### config.mk
export PLATFORM = sky130hd
export DESIGN_NAME = inst_fetcher_flat
export DESIGN_NICKNAME = d
export VERILOG_FILES = /design/src/rtl/inst_fetcher_pkg.sv /design/src/rtl/inst_fetcher_if.sv /design/src/rtl/inst_fetcher_fetch_queue.sv /design/src/rtl/inst_fetcher.sv /design/src/flat_wrapper.sv
export SDC_FILE = /design/constraint.sdc
export NUM_CORES = 1
export LEC_CHECK = 0
export CELL_PAD_IN_SITES_DETAIL_PLACEMENT = 0
export CELL_PAD_IN_SITES_GLOBAL_PLACEMENT = 1
export CORE_ASPECT_RATIO = 0.6
export CORE_MARGIN = 3
export CORE_UTILIZATION = 40
export CTS_BUF_LIST = sky130_fd_sc_hd__clkbuf_4 sky130_fd_sc_hd__clkbuf_8 sky130_fd_sc_hd__clkbuf_16
export CTS_CLUSTER_DIAMETER = 100
export DETAILED_ROUTE_END_ITERATION = 16
export HOLD_SLACK_MARGIN = 0.02
export PLACE_DENSITY = 0.67
export SYNTH_ARGS = -nofsm -noshare
export SYNTH_HDL_FRONTEND = slang
export SYNTH_HIERARCHICAL = 1
export SYNTH_SLANG_ARGS = --single-unit
### constraint.sdc
create_clock -name clk_in -period 21.5 [get_ports clk_in]
set_clock_uncertainty 0.2 [all_clocks]
set_input_delay 3.225 -clock clk_in [delete_from_list [all_inputs] [get_ports clk_in]]
set_output_delay 3.225 -clock clk_in [all_outputs]
set_load 0.01 [all_outputs]
### src/rtl/inst_fetcher_pkg.sv
// Shared types for the instruction fetcher: FSM states and queue entry layout.
package inst_fetcher_pkg;

  typedef enum logic {
    S_IDLE,
    S_WAIT
  } fetch_state_e;

  typedef struct packed {
    logic [31:0] addr;
    logic [31:0] inst;
  } fq_entry_t;

  localparam logic [31:0] INST_BYTES = 32'd4;

endpackage

### src/rtl/inst_fetcher_if.sv
// Fetcher bus: icache request/response on one side, decoder/ROB on the other.
interface inst_fetcher_if;

  logic        icache_req;
  logic [31:0] icache_addr;
  logic        icache_ready;
  logic [31:0] icache_data;

  logic        valid;
  logic [31:0] inst_addr;
  logic [31:0] inst;
  logic        if_stall;
  logic        if_clear;
  logic [31:0] if_set_addr;
  logic        rob_clear;
  logic [31:0] rob_set_addr;

  modport master (
    output icache_req, icache_addr, valid, inst_addr, inst,
    input  icache_ready, icache_data, if_stall, if_clear, if_set_addr,
           rob_clear, rob_set_addr
  );

  modport slave (
    input  icache_req, icache_addr, valid, inst_addr, inst,
    output icache_ready, icache_data, if_stall, if_clear, if_set_addr,
           rob_clear, rob_set_addr
  );

endinterface

### src/rtl/inst_fetcher_fetch_queue.sv
// Circular FIFO of {addr, inst}; flush has priority over push/pop.
module inst_fetcher_fetch_queue
  import inst_fetcher_pkg::*;
#(
  parameter int unsigned DEPTH_BIT = 2
) (
  input  logic                 clk_i,
  input  logic                 rst_i,
  input  logic                 flush_i,
  input  logic                 push_i,
  input  logic                 pop_i,
  input  fq_entry_t            push_data_i,
  output fq_entry_t            head_o,
  output logic [DEPTH_BIT:0]   count_o
);

  localparam int DEPTH = 1 << DEPTH_BIT;

  fq_entry_t              mem_q [DEPTH];
  logic [DEPTH_BIT-1:0]   rd_ptr_q, wr_ptr_q;
  logic [DEPTH_BIT:0]     count_q;

  always_ff @(posedge clk_i or posedge rst_i) begin
    if (rst_i) begin
      rd_ptr_q <= '0;
      wr_ptr_q <= '0;
      count_q  <= '0;
      for (int i = 0; i < DEPTH; i++) mem_q[i] <= '0;
    end else if (flush_i) begin
      rd_ptr_q <= '0;
      wr_ptr_q <= '0;
      count_q  <= '0;
    end else begin
      if (push_i) begin
        mem_q[wr_ptr_q] <= push_data_i;
        wr_ptr_q        <= wr_ptr_q + DEPTH_BIT'(1);
      end
      if (pop_i) rd_ptr_q <= rd_ptr_q + DEPTH_BIT'(1);
      case ({push_i, pop_i})
        2'b10:   count_q <= count_q + (DEPTH_BIT+1)'(1);
        2'b01:   count_q <= count_q - (DEPTH_BIT+1)'(1);
        default: count_q <= count_q;
      endcase
    end
  end

  assign head_o  = mem_q[rd_ptr_q];
  assign count_o = count_q;

endmodule

### src/rtl/inst_fetcher.sv
// Instruction fetcher: PC, single-outstanding icache FSM, stale-response drop
// and redirect priority; returned words are buffered in the fetch queue.
module inst_fetcher
  import inst_fetcher_pkg::*;
#(
  parameter logic [31:0] RESET_ADDR      = 32'h0,
  parameter int unsigned QUEUE_DEPTH_BIT = 2
) (
  input  logic           clk_in,
  input  logic           rst_in,
  input  logic           rdy_in,
  inst_fetcher_if.master fetch
);

  fetch_state_e             state_q, state_d;
  logic                     drop_q, drop_d;
  logic [31:0]              pc_q, pc_d;
  logic [31:0]              addr_q, addr_d;

  logic                     redirect;
  logic [31:0]              target;
  logic                     issue, push, pop, flush, valid;
  fq_entry_t                push_data, head;
  logic [QUEUE_DEPTH_BIT:0] count;

  assign redirect = fetch.rob_clear | fetch.if_clear;
  assign target   = fetch.rob_clear ? fetch.rob_set_addr : fetch.if_set_addr;
  assign valid    = (count != '0);

  always_comb begin
    state_d = state_q;
    drop_d  = drop_q;
    pc_d    = pc_q;
    addr_d  = addr_q;
    issue   = 1'b0;
    push    = 1'b0;
    pop     = 1'b0;
    flush   = 1'b0;
    if (rdy_in && !rst_in) begin
      if (redirect) begin
        flush = 1'b1;
        pc_d  = target;
        // A word arriving with the redirect is simply ignored; otherwise the
        // still-outstanding response is marked stale.
        if (state_q == S_WAIT) begin
          if (fetch.icache_ready) begin
            state_d = S_IDLE;
            drop_d  = 1'b0;
          end else begin
            drop_d  = 1'b1;
          end
        end
      end else begin
        pop = valid && !fetch.if_stall;
        case (state_q)
          S_IDLE: begin
            // count never exceeds depth, so its MSB alone means "full"
            if (!count[QUEUE_DEPTH_BIT]) begin
              issue   = 1'b1;
              addr_d  = pc_q;
              pc_d    = pc_q + INST_BYTES;
              state_d = S_WAIT;
              drop_d  = 1'b0;
            end
          end
          S_WAIT: begin
            if (fetch.icache_ready) begin
              push    = !drop_q;
              drop_d  = 1'b0;
              state_d = S_IDLE;
            end
          end
          default: state_d = S_IDLE;
        endcase
      end
    end
  end

  always_ff @(posedge clk_in or posedge rst_in) begin
    if (rst_in) begin
      state_q <= S_IDLE;
      drop_q  <= 1'b0;
      pc_q    <= RESET_ADDR;
      addr_q  <= '0;
    end else begin
      state_q <= state_d;
      drop_q  <= drop_d;
      pc_q    <= pc_d;
      addr_q  <= addr_d;
    end
  end

  assign push_data = '{addr: addr_q, inst: fetch.icache_data};

  inst_fetcher_fetch_queue #(
    .DEPTH_BIT (QUEUE_DEPTH_BIT)
  ) u_fetch_queue (
    .clk_i       (clk_in),
    .rst_i       (rst_in),
    .flush_i     (flush),
    .push_i      (push),
    .pop_i       (pop),
    .push_data_i (push_data),
    .head_o      (head),
    .count_o     (count)
  );

  // Request address is live from the PC in the issue cycle, then held.
  assign fetch.icache_req  = issue;
  assign fetch.icache_addr = issue ? pc_q : addr_q;
  assign fetch.valid       = valid;
  assign fetch.inst_addr   = head.addr;
  assign fetch.inst        = head.inst;

endmodule

### src/flat_wrapper.sv
// flat-port wrapper written by rule: the top's interface ports become plain ports
module inst_fetcher_flat import inst_fetcher_pkg::*;
#(
  parameter logic [31:0] RESET_ADDR      = 32'h0,
  parameter int unsigned QUEUE_DEPTH_BIT = 2
)
  (clk_in, rst_in, rdy_in, fetch_icache_req, fetch_icache_addr, fetch_valid, fetch_inst_addr, fetch_inst, fetch_icache_ready, fetch_icache_data, fetch_if_stall, fetch_if_clear, fetch_if_set_addr, fetch_rob_clear, fetch_rob_set_addr);
  inst_fetcher_if fetch_i ();
  input  logic clk_in;
  input  logic rst_in;
  input  logic rdy_in;
  output wire logic [$bits(fetch_i.icache_req)-1:0] fetch_icache_req;
  output wire logic [$bits(fetch_i.icache_addr)-1:0] fetch_icache_addr;
  output wire logic [$bits(fetch_i.valid)-1:0] fetch_valid;
  output wire logic [$bits(fetch_i.inst_addr)-1:0] fetch_inst_addr;
  output wire logic [$bits(fetch_i.inst)-1:0] fetch_inst;
  input wire logic [$bits(fetch_i.icache_ready)-1:0] fetch_icache_ready;
  input wire logic [$bits(fetch_i.icache_data)-1:0] fetch_icache_data;
  input wire logic [$bits(fetch_i.if_stall)-1:0] fetch_if_stall;
  input wire logic [$bits(fetch_i.if_clear)-1:0] fetch_if_clear;
  input wire logic [$bits(fetch_i.if_set_addr)-1:0] fetch_if_set_addr;
  input wire logic [$bits(fetch_i.rob_clear)-1:0] fetch_rob_clear;
  input wire logic [$bits(fetch_i.rob_set_addr)-1:0] fetch_rob_set_addr;
  assign fetch_icache_req = fetch_i.icache_req;
  assign fetch_icache_addr = fetch_i.icache_addr;
  assign fetch_valid = fetch_i.valid;
  assign fetch_inst_addr = fetch_i.inst_addr;
  assign fetch_inst = fetch_i.inst;
  assign fetch_i.icache_ready = fetch_icache_ready;
  assign fetch_i.icache_data = fetch_icache_data;
  assign fetch_i.if_stall = fetch_if_stall;
  assign fetch_i.if_clear = fetch_if_clear;
  assign fetch_i.if_set_addr = fetch_if_set_addr;
  assign fetch_i.rob_clear = fetch_rob_clear;
  assign fetch_i.rob_set_addr = fetch_rob_set_addr;
  inst_fetcher #(.RESET_ADDR(RESET_ADDR), .QUEUE_DEPTH_BIT(QUEUE_DEPTH_BIT)) u_core (.clk_in(clk_in), .rst_in(rst_in), .rdy_in(rdy_in), .fetch(fetch_i));
endmodule
## Yosys cells after proc, flatten, opt, wreduce, memory -nomap -nowiden

Cells that the tools add are included.

| storage, ports and cells | value |
|---|---|
| output and inout port bits | 98 |
| flip-flop bits (word level) | 329 |
| word-level logic and storage cells | 89 |

| operators by class | value |
|---|---|
| equal/unequal tests | 7 |
| muxes and demuxes | 38 |
| bitwise operators | 7 |
| reduce and logical (&&, ||, !) cells | 14 |
| $lt $le $gt $ge | 3 |
| $add $sub $neg | 5 |

Operators by type and width:

| operator | number |
|---|---|
| bitwise mux 256 bit | 1 |
| two-way mux 64 bit | 3 |
| two-way mux 32 bit | 5 |
| binary-select mux 64 bit (select 2 bit) | 1 |
| demux 64 bit (select 2 bit) | 1 |
| adder 32 x 3 -> 32 bit (second input constant) | 1 |
| two-way mux 1 bit | 19 |
| two-way mux 2 bit | 4 |
| AND reduction 4 bit | 2 |
| >= comparator 3 bit (second input constant) | 2 |
| inverter 2 -> 3 bit | 2 |
| one-hot mux 3 bit (2 select lines) | 1 |
| nonzero test 3 bit | 2 |
| adder 2 x 1 -> 2 bit (second input constant) | 2 |
| inequality test 2 x 1 -> 1 bit (second input constant) | 2 |
| inverter 1 bit | 4 |
| one-hot mux 1 bit (2 select lines) | 2 |
| nonzero test 2 bit | 2 |
| adder 3 x 1 -> 3 bit (second input constant) | 1 |
| logical AND 1 bit | 3 |
| zero test 1 bit | 3 |
| < comparator 3 x 1 -> 1 bit (second input constant) | 1 |
| two-way mux 3 bit | 1 |
| inequality test 3 x 2 -> 1 bit (second input constant) | 1 |
| other kinds (8) | 8 |

## Logic depth before layout (Yosys ltp)

Gate-level depths: netlist (run 1).

| logic depth | value |
|---|---|
| depth after elaboration | 8 |
| gate-level depth with buffers | 10 |
| gate-level depth less buffers | 8 |

## Cells and area by module

Netlist (run 1), hierarchy kept.

Modules (own cells, without submodules):

| module | cells an instance | times used | area an instance (µm²) | sequential area each (µm²) |
|---|---|---|---|---|
| inst_fetcher_fetch_queue | 657 | 1 | 12709.7 | 6581.3 |
| inst_fetcher | 436 | 1 | 4322.9 | 1651.6 |

## Worst setup path before layout (run 1)

OpenSTA, ideal clock, no wires.

| timing | value |
|---|---|
| path type | input-to-output |
| start point | in rdy_in |
| end point | out fetch_icache_addr[0] |
| path slack | 13837 ps |
| stages | 5 |
| arrival | 4238 ps |
| cell sequence | nor2b_1 clkbuf_4 nand3_1 buf_2 mux2_2 |

| between the ends | value |
|---|---|
| cells in the longest elaborated chain, start to end | 3 |

Ends and longest elaborated chain:

| item | line | RTL |
|---|---|---|
| start: declaration | flat_wrapper.sv:11 | `input logic rdy_in;` |
| logical AND 1 bit | inst_fetcher.sv:39 | `if (rdy_in && !rst_in) begin` |
| two-way mux 1 bit | inst_fetcher.sv:39 |  |
| two-way mux 32 bit | inst_fetcher.sv:110 | `assign fetch.icache_addr = issue ? pc_q : addr_q;` |
| end: declaration | flat_wrapper.sv:13 | `output wire logic [$bits(fetch_i.icache_addr)-1:0] fetch_icache_addr;` |

Every way passes these cells.

## Worst setup path in the final report (run 1)

| timing | value |
|---|---|
| start point | in fetch_if_clear |
| end point | out fetch_icache_addr[3] |

| between the ends | value |
|---|---|
| cells in the longest elaborated chain, start to end | 4 |

Ends and longest elaborated chain:

| item | line | RTL |
|---|---|---|
| start: declaration | flat_wrapper.sv:20 | `input wire logic [$bits(fetch_i.if_clear)-1:0] fetch_if_clear;` |
| OR 1 bit | inst_fetcher.sv:26 | `assign redirect = fetch.rob_clear \| fetch.if_clear;` |
| two-way mux 1 bit | inst_fetcher.sv:40 | `if (redirect) begin` |
| two-way mux 1 bit | inst_fetcher.sv:39 |  |
| two-way mux 32 bit | inst_fetcher.sv:110 |  |

Every way passes these cells.

==> results of run 1 <==
routing by layer:
layer | global-route usage | wire length [microns]
met4 | 0.0349 | 639
met2 | 0.281 | 18800
met5 | 0 | 13
met1 | 0.284 | 20700
met3 | 0.0423 | 2210
kinds of logic (layout without fill, tap and decap cells):
family,Yosys count,in the layout,synth area share
DFF,329,329,0.483
muxes,392,392,0.353
buffers and inverters,94,281,0.0532
AOI/OAI and AO/OA,108,108,0.0476
adders and majority gates,6,6,0.00485
xor gates and xnor gates,5,5,0.00257
and+or+nand+nor,159,159,0.0552
Yosys cell counts (4+ instances only):
| cell type | n | area (sq um) |
|---|---|---|
| or3_1 | 4 | 25.0 |
| clkbuf_8 | 6 | 82.6 |
| mux2i_1 | 16 | 160 |
| nand2_8 | 4 | 80.1 |
| nand2_1 | 38 | 143 |
| nor2b_1 | 4 | 25.0 |
| buf_4 | 7 | 52.6 |
| a22o_1 | 15 | 131 |
| buf_6 | 4 | 45.0 |
| nand3_1 | 17 | 85.1 |
| buf_2 | 19 | 95.1 |
| ha_1 | 5 | 62.6 |
| dfrtp_1 | 329 | 8230 |
| o22ai_1 | 5 | 31.3 |
| buf_1 | 5 | 18.8 |
| o21ai_0 | 24 | 120 |
| and4_1 | 4 | 35.0 |
| mux2_2 | 72 | 811 |
| nor2_1 | 28 | 105 |
| inv_1 | 11 | 41.3 |
| mux2_4 | 240 | 3600 |
| o31ai_1 | 4 | 30.0 |
| a221oi_1 | 5 | 43.8 |
| a21oi_1 | 12 | 60.1 |
| nor3_1 | 8 | 40.0 |
| nand4_1 | 21 | 131 |
| clkbuf_1 | 14 | 52.6 |
| a22oi_1 | 5 | 37.5 |
| buf_12 | 25 | 500 |
| o211ai_1 | 8 | 60.1 |
| mux4_2 | 64 | 1440 |
| nor4_1 | 10 | 62.6 |
area by class of cell:
class | instances | area [sq um]
fillers | 3586 | 21100
flip-flops and latches | 329 | 8240
multi-input cells | 670 | 7910
repair buffers | 212 | 2090
clock buffers | 45 | 995
well taps | 560 | 701
clock inverters | 13 | 153
inverters | 11 | 48.8
cells in the final DEF (no fill, tap or decap), types with 6 or more instances in the layout:
cell type	n
nand3_1	16
mux4_2	64
nand2_1	38
a22o_1	15
mux2_2	72
nand4_1	21
nor2_1	28
inv_1	9
clkdlybuf4s50_1	200
o211ai_1	8
clkbuf_16	35
mux2i_1	16
o21ai_0	23
clkinv_2	6
clkbuf_8	7
mux2_4	240
a21oi_1	12
buf_4	12
dfrtp_1	327
nor3_1	8
nor4_1	10
critical path, cell delays in order:
cell	delay [ns]
clkdlybuf4s50_1	0.66
nor2_1	0.19
buf_4	0.31
nand3_4	0.79
mux2_2	0.58
clkdlybuf4s50_1	0.50
report_power, final:
part           internal [W]  switching (W)
registers          0.000673      0.0000873
logic              0.000182       0.000113
clock network      0.000362       0.000252
state kept, by name (all words and copies together) (netlist names):
register,cells
u_core/u_fetch_queue/wr_ptr_q,2
u_core/u_fetch_queue/count_o,3
u_core/u_fetch_queue/mem_q,256
u_core/addr_q,32
u_core/u_fetch_queue/rd_ptr_q,2
u_core/pc_q,32
u_core/drop_q,1
u_core/state_q,1
final timing paths:
| kind | start | end | slack [ns] | depth (start not counted) |
|---|---|---|---|---|
| max | fetch_if_clear | fetch_icache_addr[3] | 11.78 | 6 |
| min | u_core/u_fetch_queue/mem_q[84]$_DFFE_PP0P_ | u_core/u_fetch_queue/mem_q[84]$_DFFE_PP0P_ | 0.30 | 1 |
| max reg2reg | u_core/pc_q[3]$_DFFE_PP0P_ | u_core/pc_q[28]$_DFFE_PP0P_ | 18.66 | 5 |
| min reg2reg | u_core/u_fetch_queue/mem_q[84]$_DFFE_PP0P_ | u_core/u_fetch_queue/mem_q[84]$_DFFE_PP0P_ | 0.30 | 1 |
| max in group asynchronous | rst_in | u_core/u_fetch_queue/mem_q[218]$_DFFE_PP0P_ | 15.53 | 4 |
| min in group asynchronous | rst_in | u_core/addr_q[21]$_DFFE_PP0P_ | 3.13 | 2 |
per-stage QoR:
stage | cell area (sq um) | instances | util
6_report | 20100 | 1840 | 0.489
3_5_place_dp | 19000 | 1782 | 0.461
2_1_floorplan | 17000 | 1093 | -
5_1_grt | 20100 | 1840 | 0.489
4_1_cts | 20100 | 1840 | 0.489
3_3_place_gp | 19000 | 1782 | 0.461
==> Flow_metrics.wiki, run 1 <==
{| class="wikitable"
! Metric !! Value
|-
| Status || complete, no violations
|-
| Number of global-route vias before repair || about 11,000
|-
| Count of flip-flops with a built-in enable after synthesis || 0
|-
| Total inserted antenna cells || 0
|-
| Avg Cell Area, Syn || between 15 and 20 sq um
|-
| Arrival time of data at the critical path endpoint || between 6 and 7 ns
|-
| Clock tree from TritonCTS || yes
|-
| First-pass DRT Iterations || 7
|-
| Pre-CTS worst setup slack || about 12 ns
|-
| Worst Setup Path Type || input pin to output port
|-
| Buffers added on ports || 200
|-
| Layout cells sized above 1 || 0.372
|-
| Detail-routed via count per cell || 5.40
|-
| Clock H-tree levels || 2
|-
| DIE AREA || ~45,000 sq um
|-
| Cell chosen for the clock root || clkbuf_16
|-
| Ports || 201
|-
| Design Power || around 0.0017 W
|-
| RSZ-0062 raised after global routing || false
|-
| Least-Margin Pin Slew || around 1 ns
|-
| Clock sinks || 329
|-
| Worst Hold Class || flip-flop to flip-flop
|-
| Syn Inst Count || 1,093
|-
| Wire length of the first global-routing pass || around 67 mm
|-
| Number of clock buffers inserted by TritonCTS || 34
|-
| Most frequently used flop master after synthesis || dfrtp_1
|-
| Setup Total Neg Slack || 0 ns
|-
| Number of rows in the core area || between 50 and 60
|-
| Core region area || approximately 41,000 sq um
|-
| Number of remaining DRC errors || 0
|-
| Min Tclk post-route || just under 10 ns
|-
| Initial core utilization || 0.413
|-
| Initial drt markers || approximately 760
|-
| Hold-fix buffers, CTS || 0
|-
| CTS max path bufs || 3
|-
| Overall fraction of global-route tracks in use || 0.189
|-
| Count of cell types in the netlist || slightly below 70
|-
| Post-synthesis cell area || around 17,000 sq um
|-
| Setup Fix Bufs, Post-CTS || 0
|-
| Routed via count || just under 10,000
|-
| Clock slew at reported path FFs || 0.06 ns
|-
| Top fanout value on the critical path || 70
|-
| Part of the Yosys area used for sequential elements || 0.483
|-
| Number of antenna violations at the first check in global routing || 1
|-
| #FFs+latches synth || about 330
|-
| Total setup violations reported at the end of the flow || 0
|-
| Number of warnings printed during yosys synthesis || 6
|-
| Period Utilization, post-route || 0.452
|-
| Routed Antenna Nets || 0
|-
| Count of cells resized by post-cts repair || 0
|-
| Post-synth ARST share || 1.00
|-
| Number of pins with negative max-slew slack in the final report || 0
|-
| Critical path launch point type || input pin
|-
| Lkg Pwr || ~9.5 nW
|-
| Max Cap Viol || 0
|-
| Routed wire length per instance || 23.0 microns
|-
| Max-slew headroom at the worst pin || 0.319
|-
| Largest net degree at the start of global routing || 122
|-
| Global route total overflow || 0
|-
| Total number of nets in the final design || around 1,400
|-
| Max Freq || roughly 100 MHz
|-
| Gp weighted congestion || ~0.81
|-
| Crit path required time || ~18 ns
|-
| Sort of element at the end of the critical path || output port
|-
| HPWL reported at the end of detailed placement || ~27 mm
|-
| Net count after synthesis || between 1,000 and 1,500
|-
| Chip height || roughly 170 microns
|-
| Max VDD drop || 0.0440 mV
|-
| Number of hold-slack violations in the final timing report || 0
|-
| Horizontal die dimension || 272 microns
|-
| Ratio of total power to cell area || approximately 83 nW/um^2
|-
| Worst hold margin || 0.301 ns
|-
| Clock latency reported for the late side of the worst-skew pair || ~0.52 ns
|-
| Synthesis-to-layout area growth || 18.2%
|-
| Routed wire length || 42.4 mm
|-
| Final critical-path setup slack || 11.78 ns
|}
Power figures use the tool's default switching activity.
==> run 2: changes to the inputs <==
- PLACE_DENSITY: 0.67 -> 0.69
- clock period: 21.5 -> 8.7 ns (I/O delays scaled with it)
==> Flow_metrics.wiki, run 2 (synthesis results as in run 1) <==
{| class="wikitable"
! Metric !! Value
|-
| Number of remaining DRC errors || 0 (unchanged)
|-
| Initial drt markers || 811 (+7.1%)
|-
| Number of pins with negative max-slew slack in the final report || 0 (unchanged)
|-
| Layout cells sized above 1 || 0.373 (+0.00147)
|-
| Max Cap Viol || 0 (unchanged)
|-
| Number of clock buffers inserted by TritonCTS || 35 (+2.9%)
|-
| Gp weighted congestion || 0.839 (+3.1%)
|-
| Worst Hold Class || flip-flop to flip-flop
|-
| Top fanout value on the critical path || 44 (-37%)
|-
| Register ranked first by flip-flop count || u_core/u_fetch_queue/mem_q
|-
| Max Freq || around 170 MHz
|-
| Overall fraction of global-route tracks in use || 0.185 (-0.00416)
|-
| Cell chosen for the clock root || clkbuf_16
|-
| Routed via count || 9,908 (-0.31%)
|-
| Synthesis-to-layout area growth || 18.4% (about the same)
|-
| Clock tree from TritonCTS || yes
|-
| Total setup violations reported at the end of the flow || 0 (unchanged)
|-
| Largest net degree at the start of global routing || 159 (+30%)
|-
| Setup Total Neg Slack || 0 ns (unchanged)
|-
| Total number of nets in the final design || 1,369 (+0.15%)
|-
| Arrival time of data at the critical path endpoint || 4.23 ns (-2.07 ns)
|-
| Most frequent cells in the layout || dfrtp_1 (327), mux2_4 (240), clkdlybuf4s50_1 (200)
|-
| Lkg Pwr || 9.49 nW (about the same)
|-
| Clock latency reported for the late side of the worst-skew pair || 0.53 ns (about the same)
|-
| Worst hold path startpoint || u_core/u_fetch_queue/mem_q[94]$_DFFE_PP0P_
|-
| Worst flop-to-flop path startpoint || u_core/pc_q[3]$_DFFE_PP0P_
|-
| Ratio of total power to cell area || 204 nW/um^2 (+150%)
|-
| Worst reg2reg path depth || 5 (unchanged)
|-
| Routed wire length per instance || 22.4 microns (-2.6%)
|-
| Clock sinks || 329 (unchanged)
|-
| Horizontal die dimension || 272 microns (unchanged)
|-
| Largest registers || u_core/u_fetch_queue/mem_q (256), u_core/addr_q (32), u_core/pc_q (32)
|-
| Instance count along the most critical hold path || 1 (unchanged)
|-
| HPWL reported at the end of detailed placement || 26.4 mm (-1.5%)
|-
| Number of antenna violations at the first check in global routing || 0 (-1)
|-
| Min Tclk post-route || 5.74 ns
|-
| Reg-to-reg slack, setup || 5.82 ns (-12.84 ns)
|-
| Routed wire length || 41.4 mm (-2.3%)
|-
| Worst Setup Path Type || input pin to output port
|-
| Worst min-delay path endpoint || u_core/u_fetch_queue/mem_q[94]$_DFFE_PP0P_
|-
| Max-slew headroom at the worst pin || 0.179 (-0.140)
|-
| Detail-routed via count per cell || 5.37 (-0.53%)
|-
| Max VDD drop || 0.119 mV (+170%)
|-
| Core region area || 41,200 sq um (unchanged)
|-
| Critical path launch point type || input pin
|-
| Chip height || 166 microns (unchanged)
|-
| CTS max path bufs || 3 (unchanged)
|-
| Routed Antenna Nets || 0 (unchanged)
|-
| Count of cells resized by post-cts repair || 0 (unchanged)
|-
| Hold-fix buffers, CTS || 0 (unchanged)
|-
| Clock slew at reported path FFs || 0.06 ns (about the same)
|-
| DIE AREA || 45,200 sq um (unchanged)
|-
| Number of rows in the core area || 57 (unchanged)
|-
| Most common library cell in the layout ignoring fill and taps || dfrtp_1
|-
| Number of hold-slack violations in the final timing report || 0 (unchanged)
|-
| Period Utilization, post-route || 0.660
|-
| Wire length of the first global-routing pass || 66.0 mm (-1.8%)
|-
| Initial core utilization || 0.413 (unchanged)
|-
| Status || complete, no violations
|-
| Number of flip-flops in the largest register || 256 (unchanged)
|-
| Crit path required time || 7.19 ns (-10.88 ns)
|-
| Least-Margin Pin Slew || 1.22 ns (+0.199 ns)
|-
| Design Power || 0.00411 W (+150%)
|-
| Buffers added on ports || 200 (unchanged)
|-
| First-pass DRT Iterations || 4 (-3)
|-
| Clock H-tree levels || 2 (unchanged)
|-
| Number of global-route vias before repair || 10,700 (+0.76%)
|-
| Ports || 201 (unchanged)
|-
| Global route total overflow || 0 (unchanged)
|-
| Setup Fix Bufs, Post-CTS || 0 (unchanged)
|-
| RSZ-0062 raised after global routing || false
|-
| Sort of element at the end of the critical path || output port
|-
| Crit Reg-Reg Endpoint || u_core/pc_q[28]$_DFFE_PP0P_
|}
-- run 2: cell types whose count changed in the layout (fill, tap and decap cells not counted), sizes merged --
cell	change
clkinv	+2
diode	+1
buf	+1
bufinv	-1
clkbuf	-1
clkinvlp	+2
-- run 2: layout make-up --
| cell class | count | area (sq um) |
|---|---|---|
| multi-input combinational | 670 | 7910 |
| tap | 560 | 701 |
| timing repair buffer | 213 | 2110 |
| clock buffer | 44 | 992 |
| clock inverter | 16 | 156 |
| fill | 3535 | 21100 |
| inverter | 11 | 45.0 |
| antenna | 1 | 2.50 |
| sequential | 329 | 8240 |
-- run 2: worst max-delay path by stage --
stage / slack [ns] / cells past startpoint / start / to
after floorplan: 3.73 / 1 / rst_in / u_core/u_fetch_queue/count_o[0]$_DFFE_PP0P_
after global placement: 3.00 / 8 / fetch_rob_clear / fetch_icache_addr[3]
after detailed placement: 2.99 / 8 / fetch_rob_clear / fetch_icache_addr[7]
after CTS: 2.98 / 8 / fetch_rob_clear / fetch_icache_addr[3]
after global routing: 2.78 / 8 / fetch_rob_clear / fetch_icache_addr[4]
final: 2.96 / 8 / fetch_rob_clear / fetch_icache_addr[3]
-- run 2: per-stage QoR --
step	area (sq um)	cells	setup slack, ns	hold WS, ns	util
global route	20200	1843	2.78	0.317	0.489
finish	20200	1844	2.96	0.303	0.489
detailed placement	19000	1783	2.99	0.287	0.461
CTS	20200	1843	2.98	0.306	0.489
floorplan	17000	1093	3.73	0.264	-
global placement	19000	1783	3.00	0.283	0.461
-- run 2: routing by layer --
metal | track usage | share of wire | vias to the layer above
li1 | - | - | 4431
met5 | 0 | 0 | -
met4 | 0.0319 | 0.013 | 0
met2 | 0.286 | 0.46 | 208
met1 | 0.276 | 0.49 | 5221
met3 | 0.0319 | 0.043 | 48
-- run 2: critical path: stages --
cell and delay (ns):
clkdlybuf4s50_1 0.45, buf_4 0.39, nor2_1 0.09, buf_4 0.25
nand3_4 0.31, buf_4 0.50, mux2_2 0.39, clkdlybuf4s50_1 0.49
-- run 2: power breakdown --
group | leakage (nW) | internal (W) | total, W | switching (W)
logic | 4.47 | 0.000451 | 0.000738 | 0.000287
clock network | 0.569 | 0.000872 | 0.00150 | 0.000632
registers | 4.45 | 0.00166 | 0.00186 | 0.000201
